### config.mk
export PLATFORM = sky130hd
export DESIGN_NAME = icache_fetch
export DESIGN_NICKNAME = d
export VERILOG_FILES = /design/src/rtl/fetch_pkg.sv /design/src/rtl/icache_fetch_sat_counter.sv /design/src/rtl/icache_fetch.sv
export SDC_FILE = /design/constraint.sdc
export NUM_CORES = 1
export LEC_CHECK = 0
export ABC_CLOCK_PERIOD_IN_PS = 5000
export CAP_MARGIN = 10
export CORE_MARGIN = 2
export CORE_UTILIZATION = 37
export CTS_BUF_LIST = sky130_fd_sc_hd__clkbuf_4 sky130_fd_sc_hd__clkbuf_8
export DETAILED_ROUTE_END_ITERATION = 8
export PLACE_DENSITY = 0.73
export SLEW_MARGIN = 25
export SYNTH_ARGS = -nofsm -noshare
export SYNTH_HDL_FRONTEND = slang
export SYNTH_SLANG_ARGS = --single-unit
### constraint.sdc
create_clock -name clock -period 5 [get_ports clock]
set_input_delay 1 -clock clock [delete_from_list [all_inputs] [get_ports clock]]
set_output_delay 1 -clock clock [all_outputs]
set_load 0.05 [all_outputs]
### src/rtl/fetch_pkg.sv
// Shared types and constants for the instruction-fetch controller.
package fetch_pkg;

    // Controller states: idle/probe, address phase, data phase, response hold
    typedef enum logic [1:0] {
        IDLE = 2'd0,
        ADDR = 2'd1,
        DATA = 2'd2,
        RESP = 2'd3
    } fetch_state_t;

    // Read response code that means the refill data is good
    localparam logic [1:0] RESP_OKAY = 2'b00;

    // Word address: byte address with the two always-zero bits dropped
    typedef logic [31:2] word_addr_t;

    // Expand a word address to the byte address seen on the memory bus
    function automatic logic [31:0] word_to_byte(input word_addr_t waddr);
        return {waddr, 2'b00};
    endfunction

endpackage

### src/rtl/icache_fetch_sat_counter.sv
// Saturating up-counter used for the hit/miss performance counters.
module sat_counter #(
    parameter int CNT_W = 32
) (
    input  logic             clock,
    input  logic             reset,
    input  logic             inc,
    output logic [CNT_W-1:0] count
);

    logic [CNT_W-1:0] count_r;

    // Count up on inc and stick at all-ones instead of wrapping
    always_ff @(posedge clock or negedge reset) begin
        if (!reset) begin
            count_r <= '0;
        end else if (inc && (count_r != {CNT_W{1'b1}})) begin
            count_r <= count_r + CNT_W'(1);
        end else begin
            count_r <= count_r;
        end
    end

    assign count = count_r;

endmodule

### src/rtl/icache_fetch.sv
// Fetch controller between the core fetch port and a direct-mapped icache.
// Hits answer the cycle after acceptance; misses do one single-word memory
// read, refill the line on OKAY and answer. kill drops the pending response
// but never aborts a bus read that has already been accepted.
module icache_fetch
    import fetch_pkg::*;
#(
    parameter int CNT_W = 32
) (
    input  logic             clock,
    input  logic             reset,
    input  logic             req_valid,
    output logic             req_ready,
    input  logic [29:0]      req_addr,
    output logic             resp_valid,
    input  logic             resp_ready,
    output logic [31:0]      resp_inst,
    output logic             resp_err,
    input  logic             kill,
    output logic [29:0]      ic_addr,
    input  logic             ic_is_hit,
    input  logic [31:0]      ic_rdata,
    output logic             ic_wen,
    output logic [31:0]      ic_wdata,
    output logic             mem_arvalid,
    input  logic             mem_arready,
    output logic [31:0]      mem_araddr,
    input  logic             mem_rvalid,
    output logic             mem_rready,
    input  logic [31:0]      mem_rdata,
    input  logic [1:0]       mem_rresp,
    output logic [CNT_W-1:0] hit_cnt,
    output logic [CNT_W-1:0] miss_cnt
);

    fetch_state_t state_r;
    fetch_state_t state_nxt_s;
    word_addr_t   addr_r;
    logic [31:0]  inst_r;
    logic         err_r;
    logic         killed_r;

    logic accept_s;
    logic hit_acc_s;
    logic miss_acc_s;
    logic beat_s;
    logic okay_s;

    assign accept_s   = (state_r == IDLE) && req_valid && !kill;
    assign hit_acc_s  = accept_s && ic_is_hit;
    assign miss_acc_s = accept_s && !ic_is_hit;
    assign beat_s     = (state_r == DATA) && mem_rvalid;
    assign okay_s     = (mem_rresp == RESP_OKAY);

    // Next-state selection for the fetch FSM
    always_comb begin
        state_nxt_s = state_r;
        case (state_r)
            IDLE: begin
                if (accept_s) begin
                    state_nxt_s = ic_is_hit ? RESP : ADDR;
                end else begin
                    state_nxt_s = IDLE;
                end
            end
            ADDR: begin
                if (mem_arready) begin
                    state_nxt_s = DATA;
                end else begin
                    state_nxt_s = ADDR;
                end
            end
            DATA: begin
                if (mem_rvalid) begin
                    state_nxt_s = (killed_r || kill) ? IDLE : RESP;
                end else begin
                    state_nxt_s = DATA;
                end
            end
            RESP: begin
                if (kill || resp_ready) begin
                    state_nxt_s = IDLE;
                end else begin
                    state_nxt_s = RESP;
                end
            end
            default: state_nxt_s = IDLE;
        endcase
    end

    // FSM state register
    always_ff @(posedge clock or negedge reset) begin
        if (!reset) begin
            state_r <= IDLE;
        end else begin
            state_r <= state_nxt_s;
        end
    end

    // Capture the fetch address when a request is accepted
    always_ff @(posedge clock or negedge reset) begin
        if (!reset) begin
            addr_r <= '0;
        end else if (accept_s) begin
            addr_r <= req_addr;
        end else begin
            addr_r <= addr_r;
        end
    end

    // Response word/error: from the icache on a hit, from the bus on a refill
    always_ff @(posedge clock or negedge reset) begin
        if (!reset) begin
            inst_r <= 32'h0000_0000;
            err_r  <= 1'b0;
        end else if (hit_acc_s) begin
            inst_r <= ic_rdata;
            err_r  <= 1'b0;
        end else if (beat_s) begin
            inst_r <= okay_s ? mem_rdata : 32'h0000_0000;
            err_r  <= !okay_s;
        end else begin
            inst_r <= inst_r;
            err_r  <= err_r;
        end
    end

    // Remember a kill that arrived while the bus read is still in flight
    always_ff @(posedge clock or negedge reset) begin
        if (!reset) begin
            killed_r <= 1'b0;
        end else if (beat_s) begin
            killed_r <= 1'b0;
        end else if (kill && ((state_r == ADDR) || (state_r == DATA))) begin
            killed_r <= 1'b1;
        end else begin
            killed_r <= killed_r;
        end
    end

    sat_counter #(.CNT_W(CNT_W)) u_hit_cnt (
        .clock (clock),
        .reset (reset),
        .inc   (hit_acc_s),
        .count (hit_cnt)
    );

    sat_counter #(.CNT_W(CNT_W)) u_miss_cnt (
        .clock (clock),
        .reset (reset),
        .inc   (miss_acc_s),
        .count (miss_cnt)
    );

    // Outputs are decoded from the state register and the latched datapath
    assign req_ready   = (state_r == IDLE) && !kill;
    assign resp_valid  = (state_r == RESP);
    assign resp_inst   = inst_r;
    assign resp_err    = err_r;
    assign ic_addr     = (state_r == IDLE) ? req_addr : addr_r;
    assign ic_wen      = beat_s && okay_s;
    assign ic_wdata    = mem_rdata;
    assign mem_arvalid = (state_r == ADDR);
    assign mem_araddr  = word_to_byte(addr_r);
    assign mem_rready  = (state_r == DATA);

endmodule

==> key figures, run 1 <==
Outcome
  – Status: complete, no violations

Synthesis
  – Cell area after synthesis: between 6000 and 7000 um2
  – Synth Warn #: 0
  – Yosys reg bits: 130
  – Sequential-to-total area share from yosys stat: between 40% and 50%
  – Fraction of registers with async set/reset: 100%
  – Post-Synthesis Cells: 604
  – Avg Cell Area, Syn: between 10 and 15 um2
  – Synth area leader: dfrtp_1
  – Synth cell types: 48
  – Top-area cell type share of the netlist area: approximately half
  – Most used DFF post-synth: dfrtp_1
  – Top cells by area, synth: dfrtp_1 (49%), mux2_2 (11%), xnor2_1 (5.5%)
  – Post-synth EDFFs: 0

Drt
  – Average wire per standard cell: between 15 and 20 um
  – Drt pass-1 iters: 4
  – Detail Route Antenna Nets: 0
  – Post-DR vias/cell: between 5 and 6
  – Starting DRT DRC Count: around 230
  – Total wire length: approximately 19000 um
  – Total number of vias: about 5.6k
  – Remaining DRCs: 0

Place
  – GPL Wtd Cong: 0.781
  – Post-placement cell count: ~1.1k
  – Port Buf Inserts: just under 300
  – Detailed placer's ending HPWL: approximately 14000 um

Min path
  – Hold path start: u_miss_cnt.count[10]
  – Hold Crit Depth: 1
  – Hold WC Path Type: register to register
  – Hold Crit Endpoint: u_miss_cnt.count[10]

Setup path
  – Startpoint Class: register
  – Reg2Reg Setup Slack: between 2 and 2.5 ns
  – CP bufs+invs: 3
  – Worst EP arrival: slightly above 3 ns
  – R2R cell count: 8
  – Slowest-stage cell, CP: clkdlybuf4s50_1
  – Worst r2r src: state_r[0]
  – Crit-path max FO: 20
  – CP Class: register to output pin
  – CP endpoint kind: output pin
  – Crit-path cells: inv_1 > ha_1 > buf_4 > mux2_2 > clkdlybuf4s50_1
  – RR Endpoint: u_hit_cnt.count[21]
  – Worst path top cell family by delay: buffers and inverters
  – Critical Path RT: roughly 4 ns
  – Slowest stage delay, CP: approximately 0.7 ns

Clock tree
  – Num CTS Buffers: 17
  – Clk sink count: 130
  – Setup repair bufs after CTS: 0
  – Clk_lat worst skew: ~0.45 ns
  – Clk slew on worst S/H paths: roughly 0.080 ns
  – Hold Buf Count CTS: 0
  – CTS tree: yes
  – Post-CTS resize count: 0
  – # H-tree levels: 4
  – Clk root buf: clkbuf_8
  – Max Root-Sink Buffers: 2

Power
  – Int Pwr: roughly 2.5 mW
  – PD cells: 443 nW/um2
  – Total power: around 4.4 mW
  – Static Leakage: approximately 4.1 nW
  – Worst VDD drop: 288 uV
  – Logic pwr share: 47.7%
  – Clock share of power: approximately 20%
  – P_sw: roughly 1.9 mW
  – Seq pwr share: ~32%
  – Switching Fraction: between 40 and 50%

Final layout
  – Antenna diodes: 0
  – Most frequent cells in the layout: clkdlybuf4s50_1 (295), dfrtp_1 (130), nor2_1 (88)
  – Non-filler instance count after layout: approximately 1.1k
  – Area of the multi-input gates: about 3000 um2
  – Layout Nets: 979
  – Fin util: between 50% and 60%
  – Area growth, synth to finish: 50.8%
  – Commonest non-fill, non-tap cell in the layout: clkdlybuf4s50_1
  – Register area: between 3000 and 4000 um2
  – Layout cell share with drive strength beyond 1: between 10% and 20%
  – Fill cell count: 1552

Global routing
  – First-pass GRT wire length: roughly 30000 um
  – Number of global-route vias before repair: around 5.5k
  – Overflow after GRT: 0
  – Total global-route track usage: roughly a fifth
  – Largest net degree at the start of global routing: slightly above 90
  – Initial antenna violation count: 1

Timing
  – Part of the cycle the worst path needs: between 80% and 90%
  – Slew HR: 45.3%
  – Final hold vios: 0
  – Final Critical Period: 4.06 ns
  – Setup violators final: 0
  – FMAX: 0.246 GHz
  – Actual slew at the worst max-slew pin: 0.821 ns
  – Hold Slack: ~0.5 ns
  – Max-slew violation count: 0
  – TNS Setup: 0 ns
  – RSZ-0062 raised after global routing: false
  – Worst Clk Skew: a little over 0.009 ns

Run
  – Max-cap viol count: 0

Floorplan
  – Core area: between 15000 and 20000 um2
  – Die X: ~140 um
  – Die area: between 15000 and 20000 um2
  – Num rows: 48
  – IO Count: 300
  – Chip Height: approximately 140 um
  – Initial Util: approximately 38%
==> power groups by stage <==
stage	clock (mW)	combinational, mW	sequential [mW]
6_report	0.881	2.10	1.42
5_1_grt	0.953	2.19	1.45
3_5_place_dp	0	2.11	1.44
3_3_place_gp	0	2.10	1.43
2_1_floorplan	0	0.652	2.14
4_1_cts	0.911	2.12	1.42
==> metal layers <==
metal / part of all wire (%) / global-route usage, % / vias up / wire [um]
met4: 1.4 / 6.19 / 0 / 272
met1: 40 / 23.6 / 2729 / 7530
met2: 50 / 34.8 / 215 / 9570
met5: 0 / 0 / - / 0
li1: - / - / 2653 / -
met3: 8.6 / 6.88 / 25 / 1630
==> registers in the layout, summed over array words and instances, names as in the netlist <==
register,count
state_r,2
killed_r,1
resp_inst,32
addr_r,30
u_miss_cnt.count,32
u_hit_cnt.count,32
resp_err,1
==> synth_stat cells, types with 6 or more instances <==
master,instances
mux2_2,62
nand4_1,18
xnor2_1,41
nand3_1,33
xor2_1,15
nand2_1,31
dfrtp_1,130
a221oi_1,33
ha_1,6
and3_1,14
and4_1,6
nor2_1,88
a21oi_1,7
nor3_1,7
clkbuf_1,19
buf_4,35
==> kinds of logic after synthesis <==
group	after synthesis	synth area share, %
other	1	0.0570
multiplexers	62	10.6
AO/OA/AOI/OAI	56	7.21
adder cells (fa/ha/maj)	6	1.14
buffers and inverters	64	5.72
flip-flops	130	49.4
XOR/XNOR	56	7.46
AND/OR/NAND/NOR	229	18.4
==> how the worst max path moves through the flow <==
stage               startpoint    endpoint  slack [ns]  cells after the start
floorplan           state_r[0]      ic_wen        1.68                      5
global placement    state_r[0]  ic_addr[3]        1.44                      5
detailed placement  state_r[0]  ic_addr[0]        1.38                      5
CTS                 state_r[0]  ic_addr[0]        0.88                      5
global route        state_r[0]  ic_addr[3]        0.74                      5
finish              state_r[0]  ic_addr[0]        0.94                      5
==> per-stage QoR <==
step | cell area [um2] | setup slack, ns
final | 9920 | 0.940
after global routing | 9920 | 0.740
after CTS | 9920 | 0.876
after detailed placement | 9540 | 1.38
after global placement | 9540 | 1.44
after floorplan | 6580 | 1.68
==> final cells by class <==
type	instances	share of cell area, %
Multi-Input combinational cell	411	29.8
Clock buffer	18	2.50
Inverter	5	0.189
Sequential cell	130	32.8
Tap cell	225	2.84
Timing Repair Buffer	304	30.5
Clock inverter	13	1.37
Note: power is estimated with default switching activity, not from simulation.
==> run 2, diff against run 1 <==
ABC_CLOCK_PERIOD_IN_PS = 3600   (was 5000)
PLACE_DENSITY = 0.76   (was 0.73)
clock period = 3.6 ns   (was 5 ns; I/O delays follow)
==> run 2 against run 1 <==
Effect of this change: sequential power is 39% higher; global-route usage is 0.39 points higher; clock-buffer cell count is 2 higher; final area is 4.5% higher; critical path type unchanged.
==> key figures, run 2 (synthesized netlist as in run 1, its figures left out) <==
Outcome
  – Status: complete, no violations

Clock tree
  – Clk slew on worst S/H paths: roughly 0.07 ns
  – Clk_lat worst skew: approximately 0.44 ns
  – # H-tree levels: 4
  – Hold Buf Count CTS: 0
  – Clk sink count: 130
  – Max Root-Sink Buffers: 2
  – Clk root buf: clkbuf_8
  – Post-CTS resize count: 0
  – CTS tree: yes
  – Num CTS Buffers: 17
  – Setup repair bufs after CTS: 0

Final layout
  – Antenna diodes: 0
  – Final instance area: 10400 um2
  – Layout Nets: 980
  – Register area: around 3300 um2
  – Commonest non-fill, non-tap cell in the layout: clkdlybuf4s50_1
  – Layout cell share with drive strength beyond 1: 17.3%
  – Area of the multi-input gates: about 3000 um2
  – Area growth, synth to finish: 57.5%
  – Most frequent cells in the layout: clkdlybuf4s50_1 (264), dfrtp_1 (130), nor2_1 (88)
  – Fill cell count: around 1.5k

Global routing
  – Initial antenna violation count: 0
  – First-pass GRT wire length: between 30000 and 40000 um
  – Largest net degree at the start of global routing: between 70 and 80
  – Overflow after GRT: 0
  – Number of global-route vias before repair: approximately 5.7k
  – Total global-route track usage: around 21%

Drt
  – Post-DR vias/cell: about 5.1
  – Total number of vias: between 5k and 6k
  – Total wire length: between 15000 and 20000 um
  – Starting DRT DRC Count: around 280
  – Remaining DRCs: 0
  – Average wire per standard cell: 17.8 um
  – Detail Route Antenna Nets: 0
  – Drt pass-1 iters: 4

Power
  – P_sw: between 2 and 3 mW
  – Clock share of power: approximately a quarter
  – Static Leakage: 4.31 nW
  – Worst VDD drop: 465 uV
  – Int Pwr: 3.91 mW
  – Switching Fraction: roughly two fifths
  – Logic pwr share: between 40% and 50%
  – Seq pwr share: 29.6%
  – Total power: 6.66 mW
  – PD cells: between 600 and 700 nW/um2

Place
  – GPL Wtd Cong: about 0.84
  – Detailed placer's ending HPWL: 14400 um
  – Port Buf Inserts: 297
  – Area after DPL: just under 10000 um2

Timing
  – Worst Clk Skew: about 0.011 ns
  – Part of the cycle the worst path needs: 79.1%
  – Final Critical Period: ~2.8 ns
  – Setup violators final: 0
  – Max-slew violation count: 0
  – TNS Setup: 0 ns
  – Actual slew at the worst max-slew pin: roughly 0.7 ns
  – RSZ-0062 raised after global routing: false
  – Slew HR: 53.2%
  – Final hold vios: 0
  – FMAX: ~0.35 GHz

Setup path
  – Reg2Reg Setup Slack: ~1.0 ns
  – Startpoint Class: register
  – CP Class: register to output pin
  – Worst r2r src: state_r[0]
  – CP endpoint kind: output pin
  – RR Endpoint: u_miss_cnt.count[12]
  – Critical Path RT: about 2.9 ns
  – Worst EP arrival: 2.13 ns
  – R2R cell count: 8
  – Crit-path max FO: 36

Floorplan
  – IO Count: 300
  – Die area: about 19000 um2
  – Core area: 17400 um2
  – Num rows: 48
  – Die X: ~140 um
  – Initial Util: between 30% and 40%
  – Chip Height: between 100 and 150 um

Min path
  – Hold WC Path Type: primary input to asynchronous set/reset pin

Run
  – Max-cap viol count: 0
run 2: critical path, stage by stage, from the launching register on:
cell     delay [ns]
dfrtp_1        0.40
inv_1          0.09
ha_1           0.15
buf_4          0.43
mux2_2         0.44
buf_12         0.16
run 2: worst max-delay path by stage:
stage / cells after the start / endpoint / startpoint
global route: 5 / ic_addr[11] / state_r[0]
global placement: 2 / ic_wdata[12] / mem_rdata[12]
detailed placement: 6 / u_hit_cnt.count[17] / kill
floorplan: 5 / ic_wen / state_r[0]
CTS: 5 / ic_addr[6] / state_r[1]
finish: 5 / ic_addr[6] / state_r[0]
run 2: routing by layer:
| layer | vias up | GRT usage (%) | share of wire (%) |
|---|---|---|---|
| li1 | 2651 | - | - |
| met1 | 2792 | 24.2 | 40 |
| met2 | 229 | 35.6 | 50 |
| met3 | 20 | 6.59 | 8.9 |
| met4 | 0 | 6.41 | 1.5 |
| met5 | - | 0 | 0 |
run 2: per-stage QoR:
stage	hold WS [ns]	setup WS [ns]	cells	utilization (%)
2_1_floorplan	0.424	0.556	605	-
3_3_place_gp	0.479	0.779	1076	56.8
3_5_place_dp	0.487	0.737	1076	56.8
4_1_cts	0.313	0.712	1108	59.7
5_1_grt	0.342	0.597	1108	59.7
6_report	0.311	0.751	1108	59.7
run 2: cell type report:
class	instances	share of cell area, %
flip-flops and latches	130	31.4
clock inverters	12	2.19
inverters	5	0.181
multi-input cells	411	28.6
well taps	225	2.72
repair buffers	305	32.4
clock buffers	20	2.60
run 2: power groups by stage:
stage          clock network [mW]  logic, mW  registers (mW)
2_1_floorplan                   0      0.906            2.97
3_3_place_gp                    0       3.13            1.98
3_5_place_dp                    0       3.16            2.00
4_1_cts                      1.59       3.17            1.97
5_1_grt                      1.65       3.27            2.02
6_report                     1.55       3.14            1.97
